`src/rtl/conv_job_sequencer.sv`:
```
// conv_job_sequencer: host command/config decode and job FSM for the conv pipeline.
// Define JOB_WATCHDOG_EN to add a stall watchdog in the RUN state.
module conv_job_sequencer #(
    parameter int CNT_W          = 24,
    parameter int TIMEOUT_CYCLES = 1048576
) (
    input  logic        bus_clk,
    input  logic        bus_rst_n,
    input  logic [7:0]  cmd_data,
    input  logic        cmd_wren,
    input  logic        cmd_open,
    input  logic [4:0]  cfg_addr,
    input  logic [31:0] cfg_data,
    input  logic        cfg_wren,
    input  logic        kern_wren,
    input  logic        feat_wren,
    input  logic        res_push,
    input  logic        pipe_done,
    output logic        kern_full,
    output logic        feat_full,
    output logic        pipe_start,
    output logic        pipe_flush,
    output logic        rd_eof,
    output logic        irq,
    output logic [3:0]  status
);

    typedef enum logic [2:0] {
        S_IDLE,
        S_LOADK,
        S_START,
        S_RUN,
        S_DONE,
        S_ERR
    } state_t;

    localparam logic [7:0] CMD_LOAD_K  = 8'h01;
    localparam logic [7:0] CMD_RUN     = 8'h02;
    localparam logic [7:0] CMD_ABORT   = 8'h03;
    localparam logic [7:0] CMD_CLR_ERR = 8'h04;
    localparam logic [CNT_W-1:0] CNT_MAX = '1;

    state_t state, state_n;

    logic [CNT_W-1:0] k_words, f_words, r_words;
    logic [CNT_W-1:0] kern_cnt, feat_cnt, res_cnt;
    logic [7:0]       cmd_q;
    logic             cmd_v_q, open_q, done_seen;
    logic             kern_loaded, done_q, rd_eof_q, flush_q, irq_q;

    logic is_load, is_run, is_abort, is_clr, is_bad;
    logic open_fall, abort_req, run_ok;
    logic kern_gate, feat_gate, res_ovf, err_ev, job_complete, wd_ev;
    logic kl_set, kl_clr, abort_go, enter_err, enter_done;
    logic unused_cfg;

    function automatic logic [CNT_W-1:0] sat_inc(input logic [CNT_W-1:0] v);
        return (v == CNT_MAX) ? v : v + 1'b1;
    endfunction

    assign unused_cfg = ^cfg_data;

    always_comb begin
        is_load  = cmd_v_q && (cmd_q == CMD_LOAD_K);
        is_run   = cmd_v_q && (cmd_q == CMD_RUN);
        is_abort = cmd_v_q && (cmd_q == CMD_ABORT);
        is_clr   = cmd_v_q && (cmd_q == CMD_CLR_ERR);
        is_bad   = cmd_v_q && !(is_load || is_run || is_abort || is_clr);
    end

    assign open_fall = open_q && !cmd_open;
    assign abort_req = is_abort || open_fall;
    assign run_ok    = kern_loaded && (f_words != '0) && (r_words != '0);

    // A gate closes as soon as its count reaches the programmed size.
    assign kern_gate = (state == S_LOADK) && (kern_cnt != k_words);
    assign feat_gate = (state == S_RUN) && (feat_cnt != f_words);
    assign res_ovf   = res_push && !((state == S_RUN) && (res_cnt != r_words));

    assign err_ev = is_bad
                  || (cfg_wren && (state != S_IDLE))
                  || (kern_wren && !kern_gate)
                  || (feat_wren && !feat_gate)
                  || res_ovf;

    assign job_complete = (state == S_RUN)
                        && (feat_cnt == f_words)
                        && (res_cnt == r_words)
                        && (pipe_done || done_seen);

`ifdef JOB_WATCHDOG_EN
    localparam int WD_W = $clog2(TIMEOUT_CYCLES + 1);
    localparam logic [WD_W-1:0] WD_LAST = WD_W'(TIMEOUT_CYCLES - 1);

    logic [WD_W-1:0] wd_cnt;

    always_ff @(posedge bus_clk or negedge bus_rst_n) begin
        if (!bus_rst_n) begin
            wd_cnt <= '0;
        end else if (state != S_RUN || feat_wren || res_push) begin
            wd_cnt <= '0;
        end else if (!wd_ev) begin
            wd_cnt <= wd_cnt + 1'b1;
        end
    end

    assign wd_ev = (state == S_RUN) && (wd_cnt == WD_LAST);
`else
    logic unused_timeout;
    assign unused_timeout = (TIMEOUT_CYCLES == 0);
    assign wd_ev = 1'b0;
`endif

    always_comb begin
        state_n  = state;
        kl_set   = 1'b0;
        kl_clr   = 1'b0;
        abort_go = 1'b0;
        unique case (state)
            S_IDLE: begin
                if (err_ev || (is_run && !run_ok)) begin
                    state_n = S_ERR;
                end else if (is_load && (k_words != '0)) begin
                    state_n = S_LOADK;
                    kl_clr  = 1'b1;
                end else if (is_run) begin
                    state_n = S_START;
                end
            end
            S_LOADK: begin
                if (abort_req) begin
                    state_n  = S_IDLE;
                    abort_go = 1'b1;
                    kl_clr   = 1'b1;
                end else if (err_ev) begin
                    state_n = S_ERR;
                end else if (kern_cnt == k_words) begin
                    state_n = S_IDLE;
                    kl_set  = 1'b1;
                end
            end
            S_START: begin
                if (abort_req) begin
                    state_n  = S_IDLE;
                    abort_go = 1'b1;
                end else if (err_ev) begin
                    state_n = S_ERR;
                end else begin
                    state_n = S_RUN;
                end
            end
            S_RUN: begin
                if (abort_req) begin
                    state_n  = S_IDLE;
                    abort_go = 1'b1;
                end else if (err_ev) begin
                    state_n = S_ERR;
                end else if (job_complete) begin
                    state_n = S_DONE;
                end else if (wd_ev) begin
                    state_n = S_ERR;
                end
            end
            S_DONE: begin
                state_n = err_ev ? S_ERR : S_IDLE;
            end
            S_ERR: begin
                if (!err_ev && is_clr) begin
                    state_n = S_IDLE;
                    kl_clr  = 1'b1;
                end
            end
            default: state_n = S_IDLE;
        endcase
    end

    assign enter_err  = (state_n == S_ERR) && (state != S_ERR);
    assign enter_done = (state_n == S_DONE);

    always_ff @(posedge bus_clk or negedge bus_rst_n) begin
        if (!bus_rst_n) begin
            state   <= S_IDLE;
            cmd_q   <= '0;
            cmd_v_q <= 1'b0;
            open_q  <= 1'b0;
        end else begin
            state   <= state_n;
            cmd_q   <= cmd_data;
            cmd_v_q <= cmd_wren;
            open_q  <= cmd_open;
        end
    end

    always_ff @(posedge bus_clk or negedge bus_rst_n) begin
        if (!bus_rst_n) begin
            k_words <= '0;
            f_words <= '0;
            r_words <= '0;
        end else if (cfg_wren && (state == S_IDLE)) begin
            case (cfg_addr)
                5'd0:    k_words <= cfg_data[CNT_W-1:0];
                5'd1:    f_words <= cfg_data[CNT_W-1:0];
                5'd2:    r_words <= cfg_data[CNT_W-1:0];
                default: ;
            endcase
        end
    end

    // Counters live only in their own state, so leaving it clears them.
    always_ff @(posedge bus_clk or negedge bus_rst_n) begin
        if (!bus_rst_n) begin
            kern_cnt  <= '0;
            feat_cnt  <= '0;
            res_cnt   <= '0;
            done_seen <= 1'b0;
        end else begin
            if (state != S_LOADK)
                kern_cnt <= '0;
            else if (kern_wren && kern_gate)
                kern_cnt <= sat_inc(kern_cnt);

            if (state != S_RUN)
                feat_cnt <= '0;
            else if (feat_wren && feat_gate)
                feat_cnt <= sat_inc(feat_cnt);

            if (state != S_RUN)
                res_cnt <= '0;
            else if (res_push && (res_cnt != r_words))
                res_cnt <= sat_inc(res_cnt);

            done_seen <= (state == S_RUN) && (done_seen || pipe_done);
        end
    end

    always_ff @(posedge bus_clk or negedge bus_rst_n) begin
        if (!bus_rst_n) begin
            kern_loaded <= 1'b0;
            done_q      <= 1'b0;
            rd_eof_q    <= 1'b0;
            flush_q     <= 1'b0;
            irq_q       <= 1'b0;
        end else begin
            flush_q <= enter_err || abort_go;
            irq_q   <= enter_err || enter_done;
            if (kl_set)
                kern_loaded <= 1'b1;
            else if (kl_clr)
                kern_loaded <= 1'b0;
            if (enter_done) begin
                rd_eof_q <= 1'b1;
                done_q   <= 1'b1;
            end else if (state_n == S_START) begin
                rd_eof_q <= 1'b0;
                done_q   <= 1'b0;
            end
        end
    end

    assign kern_full  = !kern_gate;
    assign feat_full  = !feat_gate;
    assign pipe_start = (state == S_START);
    assign pipe_flush = flush_q;
    assign rd_eof     = rd_eof_q;
    assign irq        = irq_q;
    assign status     = {state == S_ERR,
                         done_q,
                         (state != S_IDLE) && (state != S_ERR),
                         kern_loaded};

endmodule

```
`config.mk`:
```
export PLATFORM = sky130hd
export DESIGN_NAME = conv_job_sequencer
export DESIGN_NICKNAME = d
export VERILOG_FILES = /design/src/rtl/conv_job_sequencer.sv
export SDC_FILE = /design/constraint.sdc
export NUM_CORES = 1
export LEC_CHECK = 0
export BUFFER_PORTS_ARGS = -buffer_cell sky130_fd_sc_hd__buf_2
export CAP_MARGIN = 10
export CORE_MARGIN = 1.5
export CORE_UTILIZATION = 32
export DETAILED_ROUTE_END_ITERATION = 7
export PLACE_DENSITY_LB_ADDON = 0.15
export SLEW_MARGIN = 20
export SYNTH_ARGS = -nofsm -noshare
export SYNTH_HDL_FRONTEND = slang
export SYNTH_SLANG_ARGS = --single-unit
```
`constraint.sdc`:
```
create_clock -name bus_clk -period 3.3 [get_ports bus_clk]
set_input_delay 0.66 -clock bus_clk [delete_from_list [all_inputs] [get_ports bus_clk]]
set_output_delay 0.66 -clock bus_clk [all_outputs]
set_load 0.05 [all_outputs]
```
* After elaboration in Yosys (flattened, before gate mapping)
Index checks and enable logic that the tools add are counted.
Cells by class: add/subtract/negate cells 3, eq/ne operators 29, muxes and demuxes 37, reductions and logical operators 65
Operator list (number):
- $mux 24 | 9
- $add 24x1->24 const B | 3
- $eq 24x24->1 | 3
- $eq 24x24->1 const B | 3
- $ne 24x24->1 | 3
- $reduce_bool 24->1 | 3
- $mux 3 | 13
- $logic_and 1x1->1 | 28
- $pmux 3 s6 | 1
- $eq 8x2->1 const B | 2
- $mux 1 | 13
- $eq 3x3->1 const B | 4
- $logic_or 1x1->1 | 12
- $reduce_and 2->1 | 6
- $reduce_bool 2->1 | 5
- $eq 3x2->1 const B | 3
- $eq 8x1->1 const B | 1
- $eq 8x3->1 const B | 1
- $logic_not 1->1 | 7
- $ne 2x2->1 const B | 3
- $eq 5x1->1 const B | 1
- $eq 5x2->1 const B | 1
- $logic_not 5->1 | 1
- $eq 3x1->1 const B | 1
- 7 further kinds | 7
Storage, ports and cells: flip-flop bits (word level) 162, output and inout bits 10

* Longest topological paths before layout
Gate-level depths: netlist of the first run.
word-level depth 18, depth in mapped cells 10, depth with buffers taken out 9

* Worst setup path after synthesis of the first run
Ideal clock, no wire load.
path type reg2out, start point register state[1], end point output port status[1], arrival time 2348 ps, data required time 2640 ps, setup slack 292 ps, cell stages (with the launch flop) 4, path through dfrtp_1 -> clkbuf_1 -> nor3_1 -> nor2_1
On the way: cells in the longest elaborated chain, start to end 2, elaborated cells between the ends (all ways) 3
Ends and longest elaborated chain:
- start, declared | RTL line 43 | state_t state, state_n;
- start signal, assigned | RTL line 187 | state <= state_n;
- $ne 3x3->1 / $reduce_bool 3->1 (equally long branches) | RTL line 268 | (state != S_IDLE) && (state != S_ERR),
- $logic_and 1x1->1 * | RTL line 268
- end, declared | RTL line 25 | output logic [3:0] status
Every way passes the cells marked *; elsewhere a longest branch is shown, timed or not.

* Worst setup path after layout of the first run
start point register feat_cnt[17], end point output port feat_full
On the way: cells in the longest elaborated chain, start to end 3
Ends and longest elaborated chain:
- start, declared | RTL line 46 | logic [CNT_W-1:0] kern_cnt, feat_cnt, res_cnt;
- start signal, assigned | RTL line 225 | feat_cnt <= sat_inc(feat_cnt);
- $ne 24x24->1 | RTL line 77 | assign feat_gate = (state == S_RUN) && (feat_cnt != f_words);
- $logic_and 1x1->1 | RTL line 77
- $logic_not 1->1 | RTL line 261 | assign feat_full = !feat_gate;
- end, declared | RTL line 20 | output logic feat_full,
Every way passes these cells.

==> run summary, run 1 <==
## Setup path
- Critical Path Source Type: register
- crit-path cells: xor2_1 -> nor4_2 -> nand4_2 -> or2_2 -> nand2_1 -> buf_2
- kind of end point of the critical path: output pin
- kind of critical path: register to output pin
- data required time at the worst endpoint: 2640 ps
- worst-case register-to-register setup slack: 520 ps
- highest cell delay on the worst timing path: 450 ps
- largest fanout on the critical path: 5
- CP arrival: 2500 ps
- Crit-path slowest cell: sky130_fd_sc_hd__dfrtp_1

## CTS
- # clock sinks: 162
- clock tree buffer depth: 2
- clock slew at reported path FFs: 70 ps
- count of H-tree levels built during CTS: 4
- post_cts resized: 3
- number of buffers added by the clock tree synthesis step: 17
- number of hold buffers added after CTS: 0
- latest clock arrival within the worst-skew pair: 440 ps
- clock tree from TritonCTS: yes
- Post-CTS Setup Inserts: 0
- Clk Tree Root Cell: sky130_fd_sc_hd__clkbuf_16

## Hold path
- Hold Crit Class: input port to asynchronous set/reset pin

## Outcome
- status: complete, no violations

## Routing
- vias after detailed routing: 5942
- per-cell via count in the routed design: 5.066
- DRT Wirelength: 22.36 mm
- routed len/inst: 19.06 microns
- number of routed nets with antenna violations: 0
- DRT iter0 DRCs: 334
- First-pass DRT Iterations: 4
- DR DRC count: 0

## Global route
- All-Layer GR Usage: 0.1769
- residual overflow from global routing: 0
- antenna violations before repair: 1
- vias in the first global route: 5868
- pin count of the biggest net entering global routing: 57
- global-route wire length before repair: 35.37 mm

## Timing
- maximum clock frequency: 0.3165 GHz
- slew at the pin closest to its max-slew limit: 1024 ps
- count of final hold-check violations: 0
- post-route clock period utilization: 0.9574
- Post-Route Setup TNS: 0 ps
- setup repair after global routing missed its margin: no
- Tmin final: 3159 ps
- smallest hold slack: 203.3 ps
- final setup skew: 10.67 ps
- worst slew margin relative to its limit: 0.3153
- number of slew-limit violations in the final report: 0
- Setup Viol. Count Final: 0

## Logic synthesis
- Yosys top cell area share: 0.4894
- adder-cell share of the synthesized area: 0.004531
- share of cell area taken by muxes after synthesis: 0.1003
- Synth Area per Inst: 10.86 sq um
- synthesized-area fraction occupied by ao, oa, aoi and oai cells: 0.04652
- cell type with the highest aggregate area in the netlist: sky130_fd_sc_hd__dfrtp_1
- top cells by area, synth: sky130_fd_sc_hd__dfrtp_1 (49%), sky130_fd_sc_hd__xor2_1 (10%), sky130_fd_sc_hd__mux2_2 (9.8%), sky130_fd_sc_hd__nor2_1 (3.5%), sky130_fd_sc_hd__xnor2_1 (3.3%)
- sequential share of the synthesized area: 0.4894
- combined area of all synthesized cells: 8284 sq um
- flip-flop and latch count after synthesis: 162
- combinational family with the most area after synthesis: simple AND/OR/NAND/NOR gates
- count of flip-flops with a built-in enable after synthesis: 0
- number of warnings printed during yosys synthesis: 0
- prevailing post-synth register cell: sky130_fd_sc_hd__dfrtp_1
- synthesized netlist net count: 820
- number of standard cells after synthesis: 763
- Simple-Gate Fraction of Synth Area: 0.2033
- count of distinct cell types in the synthesized netlist: 61
- share of synthesized flip-flops with an asynchronous set or reset: 1.000
- post-synthesis share of cell area spent on xor and xnor gates: 0.1343

## Placement
- Port-buffer cells: 55
- post-DP HPWL: 16.54 mm
- routability congestion estimate: 0.7936

## Layout
- number of fill cells in the layout: 2536
- net count reported at finish: 887
- share of the core filled with cells: 0.3789
- share of layout cells above drive strength 1: 0.2337
- most common cell after layout, fill and taps aside: sky130_fd_sc_hd__dfrtp_1
- most frequent cells in the layout: sky130_fd_sc_hd__dfrtp_1 (162), sky130_fd_sc_hd__xor2_1 (96), sky130_fd_sc_hd__nor2_1 (78), sky130_fd_sc_hd__mux2_2 (72), sky130_fd_sc_hd__buf_2 (54)
- multi-input combinational cell area: 4075 sq um
- number of inserted diodes: 0
- Sequential Area: 4054 sq um
- Syn-to-layout area delta: 15.83%

## Floorplanning
- starting density of the core: 0.3271
- width of the chip: 163.9 microns
- core outline area: 25330 sq um
- area of the die: 26860 sq um
- top-level port count: 64
- site row count: 58
- height of the die: 163.9 microns

## Power and ir drop
- overall power after layout: 4224 uW
- leakage dissipation: 0.004663 uW
- Worst VDD drop: 0.2733 mV
- power density relative to cell area: 440.2 nW/um^2

## Run
- count of max-cap constraint violations: 0

[synth_stat cells (all sizes together), types with 4 or more instances]
cell type / number
nand4: 20
nor3b: 5
buf: 10
and4: 11
or2: 4
nor4: 44
xor2: 96
inv: 19
dfrtp: 162
nor3: 15
nand3b: 5
mux2: 72
clkbuf: 11
o21ai: 14
xnor2: 31
nor2: 78
and3: 13
nand2: 41
and2: 4
or3: 12
a31oi: 7
a21oi: 15
nand3: 35
[flip-flops by register name (all words and copies together) (netlist names)]
name,cells
f_words,24
feat_cnt,24
k_words,24
kern_cnt,24
r_words,24
res_cnt,24
cmd_q,8
state,3
cmd_v_q,1
done_seen,1
irq,1
kern_loaded,1
open_q,1
pipe_flush,1
rd_eof,1
[worst max-delay path, delay by kind of cell (launching register included)]
family,cells,cell delay (ps)
xor+xnor,1,180
simple gates,4,1170
buf+inv,1,270
flops,1,450
[layout make-up]
type                            instances  share of cell area
Clock buffer                           23             0.04981
Clock inverter                          9             0.01095
Inverter                               19            0.007433
Multi-Input combinational cell        561              0.4247
Sequential cell                       162              0.4225
Tap cell                              330             0.04303
Timing Repair Buffer                   69             0.04160
[metal layers]
metal  share of wire  global-route usage  up-vias
li1                -                   -     2853
met1            0.50              0.2578     2979
met2            0.46              0.2689       98
met3           0.032             0.03409       12
met4          0.0076             0.04215        0
met5               0                   0        -
[path summary, 6_finish.rpt]
| check | from | endpoint | cells after the start |
|---|---|---|---|
| worst max-delay path | feat_cnt[17] | feat_full | 6 |
| worst min-delay path | bus_rst_n | res_cnt[7] | 1 |
| worst max register to register | res_cnt[3] | res_cnt[21] | 9 |
| worst min register to register | rd_eof | rd_eof | 1 |
| max in group asynchronous | bus_rst_n | r_words[3] | 2 |
| min in group bus_clk | cmd_data[5] | cmd_q[5] | 1 |
[per-stage QoR]
stage	area, sq um	instances	worst slack (ps)
CTS	9595	1173	113.7
global placement	8994	1141	442.6
global route	9595	1173	32.70
finish	9595	1173	140.7
detailed placement	8994	1141	465.3
floorplan	8284	763	292.1
[logic make-up (layout without fill, tap and decap cells)]
logic type / Yosys count / count (layout)
AO/OA/AOI/OAI: 56 / 56
adder cells (fa/ha/maj): 3 / 3
AND/OR/NAND/NOR: 301 / 301
multiplexers: 74 / 74
XOR/XNOR: 127 / 127
buffers and inverters: 40 / 120
flip-flops: 162 / 162
[report_power, final]
group          switching [uW]  internal [uW]  leakage [uW]  total (uW)
sequential               10.6           2000       0.00223        2010
combinational             153           53.7       0.00216         207
clock                     835           1170      0.000275        2010
total                     999           3220       0.00466        4220
(Power assumes the default switching activity.)
==> run 2: changes to the inputs <==
--- a/config.mk
+++ b/config.mk
@@ -11,6 +11,7 @@
 export CORE_UTILIZATION = 32
 export DETAILED_ROUTE_END_ITERATION = 7
 export PLACE_DENSITY_LB_ADDON = 0.15
+export REMOVE_ABC_BUFFERS = 1
 export SLEW_MARGIN = 20
 export SYNTH_ARGS = -nofsm -noshare
 export SYNTH_HDL_FRONTEND = slang
==> run 2 against run 1 <==
Net effect:
- global-route usage is 0.46 points lower
- total power rose by 6.3%
- clock skew down 2.4 ps
- highest routed layer unchanged
==> run summary, run 2 (same netlist as run 1, synthesis figures left out) <==
## Outcome
- status: complete, no violations

## Layout
- net count reported at finish: 892
- final cell count without fillers: 1177
- most frequent cells in the layout: sky130_fd_sc_hd__dfrtp_1 (162), sky130_fd_sc_hd__xor2_1 (96), sky130_fd_sc_hd__nor2_1 (78), sky130_fd_sc_hd__mux2_2 (72), sky130_fd_sc_hd__buf_2 (54)
- most common cell after layout, fill and taps aside: sky130_fd_sc_hd__dfrtp_1
- share of layout cells above drive strength 1: 0.2373
- share of the core filled with cells: 0.3833
- number of inserted diodes: 0
- Syn-to-layout area delta: 17.19%

## Setup path
- kind of end point of the critical path: output pin
- worst-case reg-to-reg path depth: 6
- CP arrival: 2420 ps
- kind of critical path: register to output pin
- launching element of the worst setup path: feat_cnt[6]
- data required time at the worst endpoint: 2640 ps
- worst-case register-to-register setup slack: 470 ps
- largest fanout on the critical path: 6
- Crit Reg-Reg Startpoint: state[2]
- Critical Path Source Type: register
- endpoint of the worst-slack reg-to-reg timing path: feat_cnt[12]

## CTS
- count of H-tree levels built during CTS: 4
- latest clock arrival within the worst-skew pair: 430 ps
- clock tree from TritonCTS: yes
- Clk Tree Root Cell: sky130_fd_sc_hd__clkbuf_16
- number of buffers added by the clock tree synthesis step: 17
- number of hold buffers added after CTS: 0
- clock tree buffer depth: 2
- clock slew at reported path FFs: 70 ps
- # clock sinks: 162

## Timing
- maximum clock frequency: 0.3242 GHz
- final setup skew: 8.289 ps
- worst setup margin: 215.1 ps
- worst slew margin relative to its limit: 0.3722
- setup repair after global routing missed its margin: no
- Post-Route Setup TNS: 0 ps
- Tmin final: 3085 ps
- Setup Viol. Count Final: 0
- number of slew-limit violations in the final report: 0
- slew at the pin closest to its max-slew limit: 939.2 ps
- post-route clock period utilization: 0.9348
- count of final hold-check violations: 0

## Run
- count of max-cap constraint violations: 0

## Placement
- cell total after placement: 1143
- worst setup slack after placement: 427.1 ps
- routability congestion estimate: 0.8003
- Port-buffer cells: 55
- post-DP HPWL: 16.25 mm

## Power and ir drop
- power density relative to cell area: 462.6 nW/um^2
- leakage dissipation: 0.004735 uW
- Worst VDD drop: 0.3528 mV

## Routing
- per-cell via count in the routed design: 5.042
- DRT Wirelength: 21.86 mm
- First-pass DRT Iterations: 4
- vias after detailed routing: 5934
- routed len/inst: 18.58 microns
- DRT iter0 DRCs: 425
- number of routed nets with antenna violations: 0
- DR DRC count: 0

## Floorplanning
- core outline area: 25330 sq um
- width of the chip: 163.9 microns
- top-level port count: 64
- height of the die: 163.9 microns
- site row count: 58
- starting density of the core: 0.3271
- area of the die: 26860 sq um

## Global route
- vias in the first global route: 5929
- antenna violations before repair: 0
- pin count of the biggest net entering global routing: 96
- residual overflow from global routing: 0
- global-route wire length before repair: 34.84 mm
- All-Layer GR Usage: 0.1723

## Hold path
- Hold Crit Class: input port to asynchronous set/reset pin

[run 2: cell types whose count changed in the layout (fill, tap and decap cells not counted)]
cell,delta
sky130_fd_sc_hd__clkbuf_1,-2
sky130_fd_sc_hd__inv_6,+2
sky130_fd_sc_hd__nor4_1,+2
sky130_fd_sc_hd__clkbuf_8,-2
sky130_fd_sc_hd__clkinv_2,-2
sky130_fd_sc_hd__clkinv_4,+2
sky130_fd_sc_hd__bufinv_16,+4
sky130_fd_sc_hd__nor4_2,-2
sky130_fd_sc_hd__buf_4,+5
sky130_fd_sc_hd__clkinvlp_4,-3
[run 2: worst max-delay path by stage]
stage,to,slack [ps],cells after the start
after global placement,feat_cnt[12],400,6
after global routing,feat_full,50,6
after detailed placement,feat_cnt[12],430,6
final,feat_full,220,6
after floorplan,feat_cnt[12],140,6
after CTS,feat_full,50,6
[run 2: repair_timing]
item | 4_1_cts | 5_1_grt
gates resized for setup | 1 | 0
setup endpoints to repair | 1 | 1
buffers inserted | 0 | 3
pin swaps | 1 | 1
[run 2: worst max-delay path: stages, from the launching register on]
cell,delay (ps)
sky130_fd_sc_hd__dfrtp_1,460
sky130_fd_sc_hd__xor2_1,190
sky130_fd_sc_hd__nor4_1,270
sky130_fd_sc_hd__nand2_1,270
sky130_fd_sc_hd__or2_2,440
sky130_fd_sc_hd__nand2_1,100
sky130_fd_sc_hd__buf_2,260
[run 2: final cells by class]
cell class,count,area [sq um]
clock buffer,19,442.9
inverter,19,71.32
sequential,162,4054
timing repair buffer,74,436.7
tap,330,412.9
clock inverter,12,227.7
multi-input combinational,561,4063
fill,2494,15620
[run 2: layer usage]
layer / wire length, microns / track usage
met1: 10840 / 0.2456
met2: 10090 / 0.2697
met3: 669 / 0.03258
met4: 263 / 0.03926
met5: 0 / 0
[run 2: metrics by stage]
stage | area [sq um] | hold slack (ps) | power [uW]
CTS | 9686 | 324.5 | 4555
global placement | 9009 | 496.0 | 2259
finish | 9708 | 321.6 | 4491
detailed placement | 9009 | 519.3 | 2260
floorplan | 8175 | 364.4 | 2127
global route | 9708 | 321.4 | 4657
[run 2: power breakdown]
group | switching, uW | internal [uW]
registers | 11.1 | 2000
logic | 151 | 54.7
clock network | 832 | 1440
total | 994 | 3500
